===== src/rtl/ncsp_ramp_gen.sv =====
// Frequency-word ramp generator driving the MASH integer/fractional inputs.
// Sawtooth (single/continuous) and triangle chirps with per-step dwell and end-point hold.
module ncsp_ramp_gen #(
  parameter int unsigned STEP_CNT_W = 16,
  parameter int unsigned DWELL_W    = 16,
  parameter int unsigned HOLD_W     = 16
) (
  input  logic                  i_clk,
  input  logic                  i_rst,
  input  logic                  i_start,
  input  logic                  i_abort,
  input  logic [1:0]            i_mode,
  input  logic [31:0]           i_start_word,
  input  logic [23:0]           i_step,
  input  logic [STEP_CNT_W-1:0] i_num_steps,
  input  logic [DWELL_W-1:0]    i_dwell,
  input  logic [HOLD_W-1:0]     i_hold,
  output logic [7:0]            o_int,
  output logic [7:0]            o_msb,
  output logic [7:0]            o_isb,
  output logic [7:0]            o_lsb,
  output logic                  o_busy,
  output logic                  o_dir,
  output logic                  o_ramp_done
);

  localparam int unsigned WORD_W = 32;
  localparam int unsigned STEP_W = 24;

  localparam logic [2:0] S_IDLE     = 3'd0;
  localparam logic [2:0] S_RAMP_UP  = 3'd1;
  localparam logic [2:0] S_HOLD_TOP = 3'd2;
  localparam logic [2:0] S_RAMP_DN  = 3'd3;
  localparam logic [2:0] S_HOLD_BOT = 3'd4;

  localparam logic [1:0] MODE_CONT_SAW = 2'b01;
  localparam logic [1:0] MODE_TRIANGLE = 2'b10;

  logic [2:0]            state_q, state_d;
  logic [WORD_W-1:0]     word_q, word_d;
  logic                  busy_q, busy_d;
  logic                  dir_q, dir_d;
  logic                  done_q, done_d;
  logic [DWELL_W-1:0]    dwell_cnt_q, dwell_cnt_d;
  logic [STEP_CNT_W-1:0] step_cnt_q, step_cnt_d;
  logic [HOLD_W-1:0]     hold_cnt_q, hold_cnt_d;
  logic                  cfg_load;

  logic [1:0]            mode_q;
  logic [WORD_W-1:0]     start_word_q;
  logic [STEP_W-1:0]     step_q;
  logic [STEP_CNT_W-1:0] num_steps_q;
  logic [DWELL_W-1:0]    dwell_q;
  logic [HOLD_W-1:0]     hold_q;

  logic [WORD_W-1:0]     step_ext_c;
  logic [WORD_W:0]       word_sum_c;
  logic [WORD_W-1:0]     word_inc_c;
  logic [WORD_W-1:0]     word_dec_c;
  logic [STEP_CNT_W-1:0] step_cnt_inc_c;
  logic                  dwell_last_c;
  logic                  step_last_c;
  logic                  hold_last_c;
  logic                  no_steps_c;

  // Saturating step arithmetic, evaluated every cycle against the latched step.
  assign step_ext_c     = WORD_W'(step_q);
  assign word_sum_c     = {1'b0, word_q} + {1'b0, step_ext_c};
  assign word_inc_c     = word_sum_c[WORD_W] ? '1 : word_sum_c[WORD_W-1:0];
  assign word_dec_c     = (word_q < step_ext_c) ? '0 : (word_q - step_ext_c);
  assign step_cnt_inc_c = step_cnt_q + STEP_CNT_W'(1);
  assign dwell_last_c   = (dwell_cnt_q == dwell_q);
  assign step_last_c    = (step_cnt_inc_c == num_steps_q);
  assign hold_last_c    = (hold_cnt_q == hold_q);
  assign no_steps_c     = (num_steps_q == '0);

  // Next-state and next-output logic.
  always_comb begin
    state_d     = state_q;
    word_d      = word_q;
    busy_d      = busy_q;
    dir_d       = dir_q;
    done_d      = 1'b0;
    dwell_cnt_d = dwell_cnt_q;
    step_cnt_d  = step_cnt_q;
    hold_cnt_d  = hold_cnt_q;
    cfg_load    = 1'b0;

    if (i_abort) begin
      state_d     = S_IDLE;
      busy_d      = 1'b0;
      dir_d       = 1'b1;
      dwell_cnt_d = '0;
      step_cnt_d  = '0;
      hold_cnt_d  = '0;
    end else begin
      case (state_q)
        S_IDLE: begin
          if (i_start) begin
            cfg_load    = 1'b1;
            word_d      = i_start_word;
            busy_d      = 1'b1;
            dir_d       = 1'b1;
            dwell_cnt_d = '0;
            step_cnt_d  = '0;
            hold_cnt_d  = '0;
            state_d     = (i_num_steps == '0) ? S_HOLD_TOP : S_RAMP_UP;
          end
        end

        S_RAMP_UP, S_RAMP_DN: begin
          if (dwell_last_c) begin
            dwell_cnt_d = '0;
            word_d      = (state_q == S_RAMP_UP) ? word_inc_c : word_dec_c;
            if (step_last_c) begin
              step_cnt_d = '0;
              hold_cnt_d = '0;
              state_d    = (state_q == S_RAMP_UP) ? S_HOLD_TOP : S_HOLD_BOT;
            end else begin
              step_cnt_d = step_cnt_inc_c;
            end
          end else begin
            dwell_cnt_d = dwell_cnt_q + DWELL_W'(1);
          end
        end

        S_HOLD_TOP: begin
          if (hold_last_c) begin
            hold_cnt_d = '0;
            case (mode_q)
              MODE_CONT_SAW: begin
                word_d  = start_word_q;
                done_d  = 1'b1;
                state_d = no_steps_c ? S_HOLD_TOP : S_RAMP_UP;
              end
              MODE_TRIANGLE: begin
                dir_d   = 1'b0;
                state_d = no_steps_c ? S_HOLD_BOT : S_RAMP_DN;
              end
              default: begin
                busy_d  = 1'b0;
                done_d  = 1'b1;
                state_d = S_IDLE;
              end
            endcase
          end else begin
            hold_cnt_d = hold_cnt_q + HOLD_W'(1);
          end
        end

        // Bottom end point is not reloaded; the next up edge starts from here.
        S_HOLD_BOT: begin
          if (hold_last_c) begin
            hold_cnt_d = '0;
            dir_d      = 1'b1;
            done_d     = 1'b1;
            state_d    = no_steps_c ? S_HOLD_TOP : S_RAMP_UP;
          end else begin
            hold_cnt_d = hold_cnt_q + HOLD_W'(1);
          end
        end

        default: begin
          state_d = S_IDLE;
          busy_d  = 1'b0;
          dir_d   = 1'b1;
        end
      endcase
    end
  end

  // State, word, counters and configuration registers.
  always_ff @(posedge i_clk) begin
    if (i_rst) begin
      state_q      <= S_IDLE;
      word_q       <= '0;
      busy_q       <= 1'b0;
      dir_q        <= 1'b1;
      done_q       <= 1'b0;
      dwell_cnt_q  <= '0;
      step_cnt_q   <= '0;
      hold_cnt_q   <= '0;
      mode_q       <= '0;
      start_word_q <= '0;
      step_q       <= '0;
      num_steps_q  <= '0;
      dwell_q      <= '0;
      hold_q       <= '0;
    end else begin
      state_q     <= state_d;
      word_q      <= word_d;
      busy_q      <= busy_d;
      dir_q       <= dir_d;
      done_q      <= done_d;
      dwell_cnt_q <= dwell_cnt_d;
      step_cnt_q  <= step_cnt_d;
      hold_cnt_q  <= hold_cnt_d;
      if (cfg_load) begin
        mode_q       <= i_mode;
        start_word_q <= i_start_word;
        step_q       <= i_step;
        num_steps_q  <= i_num_steps;
        dwell_q      <= i_dwell;
        hold_q       <= i_hold;
      end
    end
  end

  assign o_int       = word_q[31:24];
  assign o_msb       = word_q[23:16];
  assign o_isb       = word_q[15:8];
  assign o_lsb       = word_q[7:0];
  assign o_busy      = busy_q;
  assign o_dir       = dir_q;
  assign o_ramp_done = done_q;

endmodule

===== config.mk =====
export PLATFORM = sky130hd
export DESIGN_NAME = ncsp_ramp_gen
export DESIGN_NICKNAME = d
export VERILOG_FILES = /design/src/rtl/ncsp_ramp_gen.sv
export SDC_FILE = /design/constraint.sdc
export NUM_CORES = 1
export LEC_CHECK = 0
export ABC_CLOCK_PERIOD_IN_PS = 3630
export CORE_ASPECT_RATIO = 1.1
export CORE_UTILIZATION = 34
export CTS_CLUSTER_SIZE = 24
export DETAILED_ROUTE_END_ITERATION = 12
export DONT_BUFFER_PORTS = 1
export SETUP_SLACK_MARGIN = 0.2
export SYNTH_ARGS = -nofsm -noshare
export SYNTH_HDL_FRONTEND = slang
export SYNTH_SLANG_ARGS = --single-unit
export TNS_END_PERCENT = 10

===== constraint.sdc =====
create_clock -name i_clk -period 3.63 [get_ports i_clk]
set_input_delay 0.726 -clock i_clk [delete_from_list [all_inputs] [get_ports i_clk]]
set_output_delay 0.726 -clock i_clk [all_outputs]
set_load 0.01 [all_outputs]

==> qor.yml <==
routed_via_density: 5.670
area_growth_pct: 9.605
min_from: "i_rst"
status: "complete, no violations"
grt_pass1_wl_um: 58080
syn-cell-area_um2: 12060
maxSlewHeadroom_pct: 38.75
start_util_pct: 34.91
path_class: "reg2reg"
critical_path.startpoint_type: "flop"
nets: 1709
max-cap-violations: 0
cts_buffers: 17
synthCells: 1585
post-route-period-util_pct: 91.08
synth.distinct_cells: 77
grt_max_degree: 142
end_kind: "flop"
die_w_um: 181.6
hp-class: "in2reg"
synth.ff_latch_count: 192
crit_required_ns: 3.99
gp_congestion: 0.8808
power.density_nw_per_um2: 434.7
synthesis.nets: 1751
placed_area_um2: 12570
p_leak_nw: 4.933
dp_cells: 1960
drc: 0
core_um2: 34560
ys_warn_count: 0
io_buffers: 0
grtUsageTotal_pct: 20.38
clk_pin_slew_ns: 0.08
vias: 11310
worstHoldEndpoint: "hold_q[1]"
clockBufferDepth: 2
antenna_found_initial: 0
grt_pass1_vias: 10680
setup_viol: 0
worstMarginPinSlew_ns: 0.9154
cts-root-buf: "clkbuf_16"
finalWorstPathRequiredPeriod_ns: 3.306
rows: 71
cp_cell_sequence: "ha_1 > inv_1 > nor2_1 > nor4b_1 > a21oi_1 > o41ai_1 > o221ai_1 > a311oi_1"
final_common_cell: "nand2_1"
cp.arrival_ns: 3.67
fin_cells: 1994
fin_setup_tns_ns: 0
fin_skew_ns: 0.01493
ff2ff_path_depth: 8
ir_worst_vdd_v: 0.0003784
synth_top_flop_cell: "dfxtp_1"
finalInstanceArea_um2: 13220
crit_family: "compound AO/OA/AOI/OAI gates"
r2r_start: "word_q[15]"
antenna-diode-count: 0
final-hold-violation-count: 0
avgSynthCellArea_um2: 7.611
critical_path.max_stage_delay_ns: 0.65
critPathSlowestCell: "nor4b_1"
hold_path_depth: 1
ios: 145
drt_iter0_markers: 815
r2r_end: "word_q[29]"
whs_ns: 0.3291
route.final.wire_length_um: 37060
synth_async_sr_flop_share_pct: 0
final_antenna_net_count: 0
routedWlPerCell_um: 18.59
clock_latency_ns: 0.46
cp.depth: 8
cts_tree: "done"
drive_gt1_share_pct: 8.419
max_clock_freq_mhz: 302.5
rsz0062_at_grt: "true"
clkSinkCount: 192
dieHeight_um: 199.6
htreeDepth: 4
postCtsHoldBufs: 0
die-area_um2: 36240
seq_area_frac_synth_pct: 31.86
slew_viol_final: 0
r2r_slack_ns: 0.32
synth_edf_count: 0
cp_max_fo: 7
gr-total-overflow: 0
dpl.hpwl_um: 26950
critPathBufInv: 1
final_cell_mix: "nand2_1 (268), dfxtp_1 (188), a21oi_1 (187)"
first_pass_iters: 5
final cells by class:
type	count	area, um2
fillers	3567	21340
multi-input cells	1228	7649
flip-flops and latches	192	3849
well taps	438	548.0
clock buffers	20	446.7
repair buffers	48	385.4
inverters	56	210.2
clock inverters	12	133.9
flip-flops by register name, indices dropped and copies added (netlist names), 16 cells and up:
register and flops:
dwell_cnt_q 16, dwell_q 16, hold_cnt_q 16, hold_q 16
num_steps_q 16, start_word_q 32, step_cnt_q 16, step_q 24
word_q 32
through the flow:
step / setup slack, ns / power [mW] / util [%]
floorplan: 0.5698 / 3.422 / -
global placement: 0.2574 / 3.817 / 36.39
detailed placement: 0.1627 / 3.827 / 36.39
CTS: 0.1914 / 5.766 / 38.07
global route: 0.1829 / 6.035 / 38.26
finish: 0.3238 / 5.747 / 38.26
per-layer routing:
layer  routed length [um]  track usage, %  vias up
li1                     -               -     5564
met1                16100           25.10     5358
met2                17820           34.93      331
met3                 2264           4.666       53
met4                  877           6.811        0
met5                    0               0        -
kinds of logic after synthesis:
group / after synthesis / synth area share (%)
simple gates: 592 / 23.36
compound gates: 467 / 25.30
xor+xnor: 109 / 7.914
buf+inv: 165 / 5.300
mux: 4 / 0.3319
fa+ha+maj: 56 / 5.933
flops: 192 / 31.86
timing repair:
| action | in CTS | in global routing |
|---|---|---|
| endpoints found under the hold margin | 0 | 0 |
| gates resized for setup | 1 | 17 |
| endpoints found under the setup margin | 4 | 44 |
| buffers inserted | 0 | 2 |
| pin swaps | 0 | 1 |
power breakdown:
part	internal, mW	leakage [nW]	switching [mW]
clock	1.04	0.281	0.898
combinational	0.587	3.09	0.894
sequential	2.21	1.57	0.118
worst register-to-register path: cells and delay by family, from the launching register on:
kind	cells	cell delay, ns
fa+ha+maj	1	0.47
compound gates	4	1.37
simple gates	2	0.83
buf+inv	1	0.16
flops	1	0.39
cell usage after synthesis (7+ instances only):
| master | instances | area [um2] |
|---|---|---|
| nand2_1 | 268 | 1006 |
| dfxtp_1 | 192 | 3844 |
| a21oi_1 | 189 | 945.9 |
| nor2_1 | 112 | 420.4 |
| clkbuf_1 | 87 | 326.6 |
| xnor2_1 | 76 | 665.6 |
| o21ai_0 | 62 | 310.3 |
| ha_1 | 54 | 675.7 |
| inv_1 | 54 | 202.7 |
| xor2_1 | 33 | 289.0 |
| nand3_1 | 30 | 150.1 |
| a211oi_1 | 25 | 187.7 |
| and3_1 | 22 | 137.6 |
| a221oi_1 | 20 | 175.2 |
| nand2b_1 | 20 | 125.1 |
| nand4_1 | 19 | 118.9 |
| nor3_1 | 18 | 90.09 |
| nor4_1 | 18 | 112.6 |
| o31ai_1 | 18 | 135.1 |
| a22oi_1 | 17 | 127.6 |
| a311oi_1 | 16 | 140.1 |
| or3_1 | 16 | 100.1 |
| a21o_1 | 13 | 97.59 |
| nand3b_1 | 12 | 90.09 |
| o211ai_1 | 12 | 90.09 |
| a221o_1 | 11 | 110.1 |
| or2_2 | 11 | 68.82 |
| buf_1 | 10 | 37.54 |
| nor2b_1 | 10 | 62.56 |
| buf_2 | 9 | 45.04 |
| a222oi_1 | 8 | 80.08 |
| a31oi_1 | 8 | 50.05 |
| o221ai_1 | 8 | 70.07 |
| o211a_1 | 7 | 70.07 |
| o21bai_1 | 7 | 52.55 |
how the worst max path moves through the flow:
| stage | from | to | slack [ns] |
|---|---|---|---|
| global placement | word_q[0] | word_q[18] | 0.26 |
| CTS | word_q[0] | word_q[5] | 0.19 |
| floorplan | word_q[0] | word_q[2] | 0.57 |
| global route | word_q[0] | word_q[8] | 0.18 |
| finish | word_q[15] | word_q[29] | 0.32 |
| detailed placement | word_q[0] | word_q[22] | 0.16 |
Note: power is estimated with default switching activity, not from simulation.
